### src/rtl/obriensp_be8.sv
// obriensp_be8: 8-bit accumulator CPU that fetches every instruction byte from an I2C EEPROM.
// Latency: one random-read I2C transaction per byte (~39 bit-times); execute takes 1 cycle after the last byte.
// Backpressure: none. ACK bits from the EEPROM are ignored and SCL is never stretched.
//
// Ports:
//   clk     - system clock
//   rst_n   - synchronous reset, active HIGH (held in reset while 1)
//   ena     - tile enable, ignored
//   ui_in   - unused
//   uo_out  - output register OUTR
//   uio_in  - [3] SDA line in; all other bits unused
//   uio_out - [2] scl_o, [3] sda_o (1 = released), [4] halted; all other bits 0
//   uio_oe  - constant 8'b0001_1100
module obriensp_be8 #(
  parameter logic [6:0] I2C_DEV_ADDR = 7'h50,
  parameter int         QUARTER      = 1
) (
  input  logic       clk,
  input  logic       rst_n,
  input  logic       ena,
  input  logic [7:0] ui_in,
  output logic [7:0] uo_out,
  input  logic [7:0] uio_in,
  output logic [7:0] uio_out,
  output logic [7:0] uio_oe
);

  localparam logic [7:0] QLAST = 8'(QUARTER - 1);
  localparam logic [7:0] DEV_W = {I2C_DEV_ADDR, 1'b0};
  localparam logic [7:0] DEV_R = {I2C_DEV_ADDR, 1'b1};

  typedef enum logic [2:0] {
    S_IDLE,
    S_START,
    S_WBYTE,
    S_RSTART,
    S_RBYTE,
    S_STOP,
    S_EXEC,
    S_HALT
  } state_t;

  state_t     r_state;
  state_t     w_next;

  logic [7:0] r_qcnt;     // clk cycles inside the current quarter
  logic [1:0] r_q;        // quarter index inside a bit / condition
  logic [3:0] r_bit;      // bit index inside a byte, 8 = ACK/NACK slot
  logic [1:0] r_wsel;     // which byte is being written: 0 dev+W, 1 word addr, 2 dev+R
  logic [7:0] r_rx;
  logic [7:0] r_ir;
  logic [7:0] r_opnd;
  logic [7:0] r_pc;
  logic [7:0] r_a;
  logic [7:0] r_outr;
  logic       r_need_op;  // opcode latched, its operand byte is being fetched

  logic       w_qend;
  logic       w_cond_end;
  logic       w_bit_end;
  logic       w_busy;
  logic       w_byte_st;
  logic [7:0] w_wbyte;
  logic       w_tx_bit;
  logic       w_is2;
  logic       w_z;
  logic       w_scl;
  logic       w_sda;
  logic [3:0] w_n;
  logic       w_unused;

  assign w_unused   = ^{ena, ui_in, uio_in[7:4], uio_in[2:0]};

  assign w_qend     = (r_qcnt == QLAST);
  assign w_cond_end = w_qend && (r_q == 2'd3);
  assign w_bit_end  = w_cond_end && (r_bit == 4'd8);
  assign w_busy     = (r_state == S_START) || (r_state == S_WBYTE) || (r_state == S_RSTART) ||
                      (r_state == S_RBYTE) || (r_state == S_STOP);
  assign w_byte_st  = (r_state == S_WBYTE) || (r_state == S_RBYTE);
  assign w_is2      = (r_rx == 8'h50) || (r_rx == 8'h60) || (r_rx == 8'h70);
  assign w_z        = (r_a == 8'h00);
  assign w_n        = r_ir[3:0];

  always_comb begin
    w_wbyte = DEV_R;
    case (r_wsel)
      2'd0:    w_wbyte = DEV_W;
      2'd1:    w_wbyte = r_pc;
      default: w_wbyte = DEV_R;
    endcase
  end

  // MSB first; slot 8 releases SDA so the device can ACK.
  assign w_tx_bit = r_bit[3] ? 1'b1 : w_wbyte[~r_bit[2:0]];

  always_ff @(posedge clk) begin
    if (rst_n) begin
      r_state <= S_IDLE;
    end else begin
      r_state <= w_next;
    end
  end

  always_comb begin
    w_next = r_state;
    w_scl  = 1'b1;
    w_sda  = 1'b1;
    case (r_state)
      S_IDLE: begin
        w_next = S_START;
      end
      S_START, S_RSTART: begin
        // (1,1) (1,1) (1,0) (0,0): SDA falls while SCL high, then SCL drops.
        w_scl = (r_q != 2'd3);
        w_sda = ~r_q[1];
        if (w_cond_end) w_next = S_WBYTE;
      end
      S_WBYTE: begin
        w_scl = r_q[0] ^ r_q[1];
        w_sda = w_tx_bit;
        if (w_bit_end) begin
          case (r_wsel)
            2'd0:    w_next = S_WBYTE;
            2'd1:    w_next = S_RSTART;
            default: w_next = S_RBYTE;
          endcase
        end
      end
      S_RBYTE: begin
        // SDA released for all data bits and for the final NACK.
        w_scl = r_q[0] ^ r_q[1];
        w_sda = 1'b1;
        if (w_bit_end) w_next = S_STOP;
      end
      S_STOP: begin
        // (0,0) (1,0) (1,1) (1,1): SDA rises while SCL high.
        w_scl = (r_q != 2'd0);
        w_sda = r_q[1];
        if (w_cond_end) begin
          if (!r_need_op && w_is2) w_next = S_START;
          else                     w_next = S_EXEC;
        end
      end
      S_EXEC: begin
        w_next = (r_ir == 8'hFF) ? S_HALT : S_START;
      end
      S_HALT: begin
        w_next = S_HALT;
      end
      default: begin
        w_next = S_IDLE;
      end
    endcase
  end

  always_ff @(posedge clk) begin
    if (rst_n) begin
      r_qcnt    <= 8'h00;
      r_q       <= 2'd0;
      r_bit     <= 4'd0;
      r_wsel    <= 2'd0;
      r_rx      <= 8'h00;
      r_ir      <= 8'h00;
      r_opnd    <= 8'h00;
      r_pc      <= 8'h00;
      r_a       <= 8'h00;
      r_outr    <= 8'h00;
      r_need_op <= 1'b0;
    end else begin
      // Quarter/bit timing; every phase ends with both counters back at zero.
      if (w_busy) begin
        if (w_qend) begin
          r_qcnt <= 8'h00;
          r_q    <= r_q + 2'd1;
          if (w_byte_st && r_q == 2'd3) begin
            r_bit <= (r_bit == 4'd8) ? 4'd0 : r_bit + 4'd1;
          end
        end else begin
          r_qcnt <= r_qcnt + 8'h01;
        end
      end

      if (r_state == S_START) begin
        r_wsel <= 2'd0;
      end else if (r_state == S_WBYTE && w_bit_end) begin
        r_wsel <= r_wsel + 2'd1;
      end

      // Sample at the end of Q2, the last cycle of SCL high.
      if (r_state == S_RBYTE && w_qend && r_q == 2'd2 && !r_bit[3]) begin
        r_rx <= {r_rx[6:0], uio_in[3]};
      end

      if (r_state == S_STOP && w_cond_end) begin
        r_pc <= r_pc + 8'h01;
        if (r_need_op) begin
          r_opnd    <= r_rx;
          r_need_op <= 1'b0;
        end else begin
          r_ir      <= r_rx;
          r_need_op <= w_is2;
        end
      end

      if (r_state == S_EXEC) begin
        case (r_ir[7:4])
          4'h0: r_a <= {4'h0, w_n};
          4'h1: r_a <= r_a + {4'h0, w_n};
          4'h2: r_a <= r_a - {4'h0, w_n};
          4'h3: r_a <= {w_n, r_a[3:0]};
          4'h4: begin
            if (r_ir == 8'h40)      r_outr <= r_a;
            else if (r_ir == 8'h41) r_a    <= r_a ^ r_outr;
          end
          4'h5: if (r_ir == 8'h50)         r_pc <= r_opnd;
          4'h6: if (r_ir == 8'h60 && !w_z) r_pc <= r_opnd;
          4'h7: if (r_ir == 8'h70 && w_z)  r_pc <= r_opnd;
          default: ;
        endcase
      end
    end
  end

  assign uo_out  = r_outr;
  assign uio_out = {3'b000, (r_state == S_HALT), w_sda, w_scl, 2'b00};
  assign uio_oe  = 8'b0001_1100;

endmodule

### config.mk
export PLATFORM = sky130hd
export DESIGN_NAME = obriensp_be8
export DESIGN_NICKNAME = d
export VERILOG_FILES = /design/src/rtl/obriensp_be8.sv
export SDC_FILE = /design/constraint.sdc
export NUM_CORES = 1
export LEC_CHECK = 0
export CAP_MARGIN = 20
export CORE_MARGIN = 5
export CORE_UTILIZATION = 55
export CTS_BUF_LIST = sky130_fd_sc_hd__clkbuf_4 sky130_fd_sc_hd__clkbuf_8
export DETAILED_ROUTE_END_ITERATION = 8
export PLACE_DENSITY = 0.78
export RECOVER_POWER = 25
export SETUP_SLACK_MARGIN = 0.2
export SLEW_MARGIN = 20
export SYNTH_ARGS = -nofsm -noshare
export SYNTH_HDL_FRONTEND = slang
export SYNTH_SLANG_ARGS = --single-unit
### constraint.sdc
create_clock -name clk -period 4 [get_ports clk]
set_input_delay 0.4 -clock clk [delete_from_list [all_inputs] [get_ports clk]]
set_output_delay 0.4 -clock clk [all_outputs]
set_load 0.05 [all_outputs]
Yosys cells after proc, flatten, opt, wreduce, memory -nomap -nowiden
Index checks and enable logic that the tools add are counted.
{"block": "totals", "register_bits": 68, "input_bits": 19, "output_inout_bits": 24}
{"block": "op_classes", "addsub": 7, "order_cmp": 1, "eq_ne": 34, "n_mux": 26, "n_bitwise": 6, "reduce_logical": 40}
{"op": "8-bit by 7-bit == test with 1-bit output, second input constant", "n": 8}
{"op": "8-bit two-way mux", "n": 8}
{"op": "8-bit one-hot mux with 5 select lines", "n": 1}
{"op": "8-bit one-hot mux with 3 select lines", "n": 1}
{"op": "3-bit one-hot mux with 7 select lines", "n": 1}
{"op": "3-bit two-way mux", "n": 6}
{"op": "8-bit by 1-bit adder with 8-bit output, second input constant", "n": 2}
{"op": "4-bit by 3-bit == test with 1-bit output, second input constant", "n": 4}
{"op": "8-bit zero test", "n": 2}
{"op": "8-bit one-hot mux with 2 select lines", "n": 1}
{"op": "2-bit inequality test, second input constant", "n": 7}
{"op": "3-bit == test, second input constant", "n": 4}
{"op": "1-bit logical AND", "n": 11}
{"op": "8-bit by 4-bit adder with 8-bit output", "n": 1}
{"op": "4-bit by 2-bit == test with 1-bit output, second input constant", "n": 2}
{"op": "8-bit == test, second input constant", "n": 1}
{"op": "4-bit AND reduction", "n": 2}
{"op": "8-bit by 4-bit subtractor with 8-bit output", "n": 1}
{"op": "8-bit bitwise XOR", "n": 1}
{"op": "1-bit logical OR", "n": 7}
{"op": "3-bit by 2-bit == test with 1-bit output, second input constant", "n": 2}
{"op": "1-bit one-hot mux with 3 select lines", "n": 2}
{"op": "3-bit one-hot mux with 2 select lines", "n": 1}
{"op": "2-bit AND reduction", "n": 3}
{"op": "other kinds (24)", "n": 35}

Longest topological paths before layout
{"block": "depth", "ltp_word": 7, "ltp_mapped": 11, "depth_no_buf": 11}

Least setup slack after synthesis
Ideal clock, no wire load.
{"block": "synth_path", "kind": "register to register", "startpoint": "register r_ir[5]", "endpoint": "register r_a[6]", "arrival_ps": 2747, "required_ps": 3929, "slack_ps": 1182, "stages_incl_launch_ff": 11, "n_path_buf": 1, "synth_period_minus_slack_ps": 2818, "path_cell_list": "dfxtp_1 > clkbuf_1 > nor4b_2 > mux2_2 > fa_1 > nor2b_1 > o31a_1 > o21ai_0 > a211o_1 > a31o_2 > a21oi_1"}
{"block": "synth_between", "elab_chain_cells": 3, "word_cells_on_any_way": 12, "classes_between": "eq/ne (8); mux (1); reduce/logical (3)"}
{"element": "start, declared", "line": "51", "text": "logic [7:0] r_ir;"}
{"element": "start signal, assigned", "line": "200", "text": "r_ir <= r_rx;"}
{"element": "8-bit by 7-bit == test with 1-bit output (tied with other cells)", "line": "213", "text": "else if (r_ir == 8'h41) r_a <= r_a ^ r_outr;"}
{"element": "2-bit inequality test (no source line) / 5-bit nonzero test (equally long branches)"}
{"element": "4-bit AND reduction (no source line)"}
{"element": "end signal, assigned", "line": "209", "text": "4'h2: r_a <= r_a - {4'h0, w_n};"}
{"element": "end signal, assigned", "line": "210", "text": "4'h3: r_a <= {w_n, r_a[3:0]};"}
{"element": "end signal, assigned", "line": "213"}
{"element": "end, declared", "line": "54", "text": "logic [7:0] r_a;"}
Parallel ways exist; a longest one is shown, timed or not.
A chain may end at the register's enable or synchronous reset.

Worst setup path in the final report
{"block": "layout_path", "startpoint": "register r_qcnt[0]", "endpoint": "register r_opnd[7]"}
{"block": "layout_between", "elab_chain_cells": 4}
{"element": "start, declared", "line": "46", "text": "logic [7:0] r_qcnt;"}
{"element": "start signal, assigned", "line": "179", "text": "r_qcnt <= r_qcnt + 8'h01;"}
{"element": "8-bit zero test", "line": "74", "text": "assign w_qend = (r_qcnt == QLAST);"}
{"element": "1-bit logical AND", "line": "75", "text": "assign w_cond_end = w_qend && (r_q == 2'd3);"}
{"element": "1-bit logical AND", "line": "194", "text": "if (r_state == S_STOP && w_cond_end) begin"}
{"element": "2-bit AND reduction (no source line)"}
{"element": "end signal, assigned", "line": "197", "text": "r_opnd <= r_rx;"}
{"element": "end, declared", "line": "52", "text": "logic [7:0] r_opnd;"}
No other way between the ends.

==> reports/metrics.csv <==
stage,metric,value,unit
clocking,cts.sinks,68,
timing,drv_slew,8,
timing,layout_setup_ws,817,ps
setup_path,cp-end-kind,register,
floorplanning,coreArea,7330,sq um
yosys,yosys.area.top_type,dfxtp_1,
clocking,h-tree-depth,3,
yosys,syn_inst,526,
timing,rsz0062_at_grt,false,
timing,slew_headroom,-0.0278,
clocking,clock_path_buffers,2,
timing,setup_tns,0,ps
drt,ant_nets,0,
floorplanning,initial_core_util,0.572,
global_route,grt_usage,0.197,
layout,finalNetCount,558,
global_route,grt_max_degree,63,
clocking,cts_hold_buf,0,
floorplanning,die_y,97.3,microns
run,max-cap-violations,1,
drt,dr.first_iter.drc_count,305,
floorplanning,ioPinCount,43,
timing,fmax,314,MHz
floorplanning,die_x,97.3,microns
layout,nFillCells,651,
timing,finalSetupViolCount,0,
place,port_buffers,13,
drt,drc,0,
worst_hold_path,hold_depth,2,
setup_path,required,4210,ps
power,peakVddDrop,0.198,mV
outcome,violations,"max-capacitance violations, max-slew violations",
yosys,synth_top_cells_by_area,"dfxtp_1 32%, nand2_1 6.6%, ha_1 6.3%",
yosys,yosysSeqAreaShare,0.325,
setup_path,arrival,3390,ps
clocking,root_buffer,clkbuf_8,
yosys,yosysUniqueCellTypes,69,
yosys,synth_area,4190,sq um
drt,viasPerCell,5.73,
timing,fin_skew,6.88,ps
clocking,clk_latency,350,ps
power,leakage,0.00164,uW
outcome,status,finished with violations,
setup_path,cp_max_fo,8,
setup_path,ff2ff_path_depth,7,
drt,routedWlPerCell,14.7,microns
setup_path,critPathLaunchType,register,
clocking,clkSlewWorstSetupHoldPaths,80,ps
global_route,grt_pass1_vias,3292,
worst_hold_path,hp-class,register to register,
yosys,ys_ff_latch,68,
setup_path,rrSetupSlack,820,ps
worst_hold_path,holdPathEnd,r_opnd[5],
yosys,ys_warn_count,0,
power,p_per_area,304,nW/um^2
drt,drtPass1Iterations,4,
layout,syn_to_final_growth,5.40,%
place,post-place-ws,915,ps
yosys,yosys_most_used_dff,dfxtp_1,
place,gp_congestion,0.881,
yosys,synth_edf_count,0,
global_route,overflow,0,
layout,diodes,0,
worst_hold_path,hp-start,r_opnd[5],
layout,drive_gt1_frac,0.0709,
clocking,ctsResizeCount,0,
timing,tightest_slew,1530,ps
setup_path,worstSetupStartpoint,r_qcnt[0],
setup_path,r2r-end,r_opnd[7],
clocking,cts_tree,done,
setup_path,r2r_start,r_qcnt[0],
yosys,syn_area_per_cell,7.97,sq um
timing,finalCritPeriodShare,0.796,
place,dp_hpwl,6450,microns
floorplanning,rows,31,
timing,period_minus_slack,3180,ps
global_route,antenna_found_initial,0,
clocking,cts-buffers-inserted,9,
drt,vias,3559,
setup_path,crit_type,register to register,
clocking,post-cts-setup-buffers,0,
floorplanning,dieArea,9470,sq um
timing,hold_violations,0,
drt,wl,9150,microns
yosys,synth-async-reset-ratio,0,
yosys,yosysTopAreaCellShare,0.325,
global_route,grt_pass1_wl,15600,microns
-- cell usage in the layout (no fill, tap or decap), types with 3 or more instances in the layout --
cell,netlist,final
nand2_1,74,74
dfxtp_1,68,68
nor2_1,51,52
a21oi_1,44,44
ha_1,21,21
inv_1,20,20
nand3_1,19,19
xnor2_1,16,16
o21ai_0,15,15
mux2i_1,15,15
conb_1,2,13
xor2_1,10,10
a211oi_1,9,9
clkbuf_8,0,9
nor3_1,8,8
nand4_1,7,8
dlygate4sd3_1,0,8
and3_1,7,7
nand2b_1,6,6
nor2b_1,5,5
and2_1,5,5
a31oi_1,4,4
o21a_1,4,4
a22oi_1,4,4
clkdlybuf4s50_1,0,4
mux2_2,3,3
o21ai_1,3,3
or2_2,3,3
o31ai_1,3,3
-- cell usage after synthesis (all sizes together) (3+ instances only) --
cell type	count
nand2	74
dfxtp	68
nor2	53
a21oi	45
buf	28
ha	21
inv	20
nand3	19
o21ai	18
clkbuf	17
xnor2	16
mux2i	15
a211oi	10
nor3	10
xor2	10
nand4	8
and3	7
nand2b	6
and2	5
nor2b	5
or2	5
a22oi	4
a31oi	4
o21a	4
a221oi	3
mux2	3
nor4b	3
o31ai	3
-- worst max path at each step --
stage / to
2_1_floorplan: r_a[6]
3_3_place_gp: r_a[5]
3_5_place_dp: r_a[6]
4_1_cts: uio_out[3]
5_1_grt: r_opnd[4]
6_report: r_opnd[7]
-- cell type report --
type | count | area [sq um] | area share
clock buffers | 9 | 124 | 0.0280
clock inverters | 7 | 75.1 | 0.0170
inverters | 20 | 75.1 | 0.0170
multi-input cells | 404 | 2520 | 0.571
flip-flops and latches | 68 | 1360 | 0.308
well taps | 99 | 124 | 0.0280
repair buffers | 14 | 135 | 0.0306
-- registers in the layout, summed over array words and instances, names as in the netlist --
signal     count
r_pc           8
r_bit          4
r_qcnt         8
r_state        3
r_a            8
r_ir           8
r_rx           8
r_q            2
uo_out         8
r_need_op      1
r_opnd         8
r_wsel         2
-- power breakdown --
| group | total (uW) | switching (uW) | internal [uW] |
|---|---|---|---|
| clock | 575 | 283 | 292 |
| combinational | 80.1 | 62.3 | 17.8 |
| sequential | 689 | 7.57 | 681 |
-- metal layers --
layer  track usage  vias to the layer above  wire (microns)
met5             0                        -               0
met1         0.265                     1665            4280
met4        0.0703                        0             105
met3        0.0431                        8             476
met2         0.310                      100            4290
li1              -                     1786               -
-- critical path: stages, from the launching register on --
cell and delay (ps):
dfxtp_1 350, inv_1 70, ha_1 140, or4b_1 520
nor4_1 1240, nand2_1 460, nand2_1 190, a21oi_1 70
-- logic make-up after synthesis --
family	after synthesis	share of synthesized area
AOI/OAI and AO/OA	112	0.173
xor gates and xnor gates	26	0.0543
adders and majority gates	22	0.0675
buffers and inverters	65	0.0764
DFF	68	0.325
muxes	18	0.0439
other	2	0.00179
and+or+nand+nor	213	0.258
-- stage by stage --
stage	utilization	cell area [sq um]	power (uW)	instances	hold WS, ps
2_1_floorplan	-	4230	786	537	432
3_3_place_gp	0.579	4240	785	605	440
5_1_grt	0.603	4420	1400	621	474
4_1_cts	0.606	4440	1360	621	456
6_report	0.603	4420	1340	621	455
3_5_place_dp	0.579	4240	787	605	445
No activity file was read; power rests on OpenSTA's default activity.
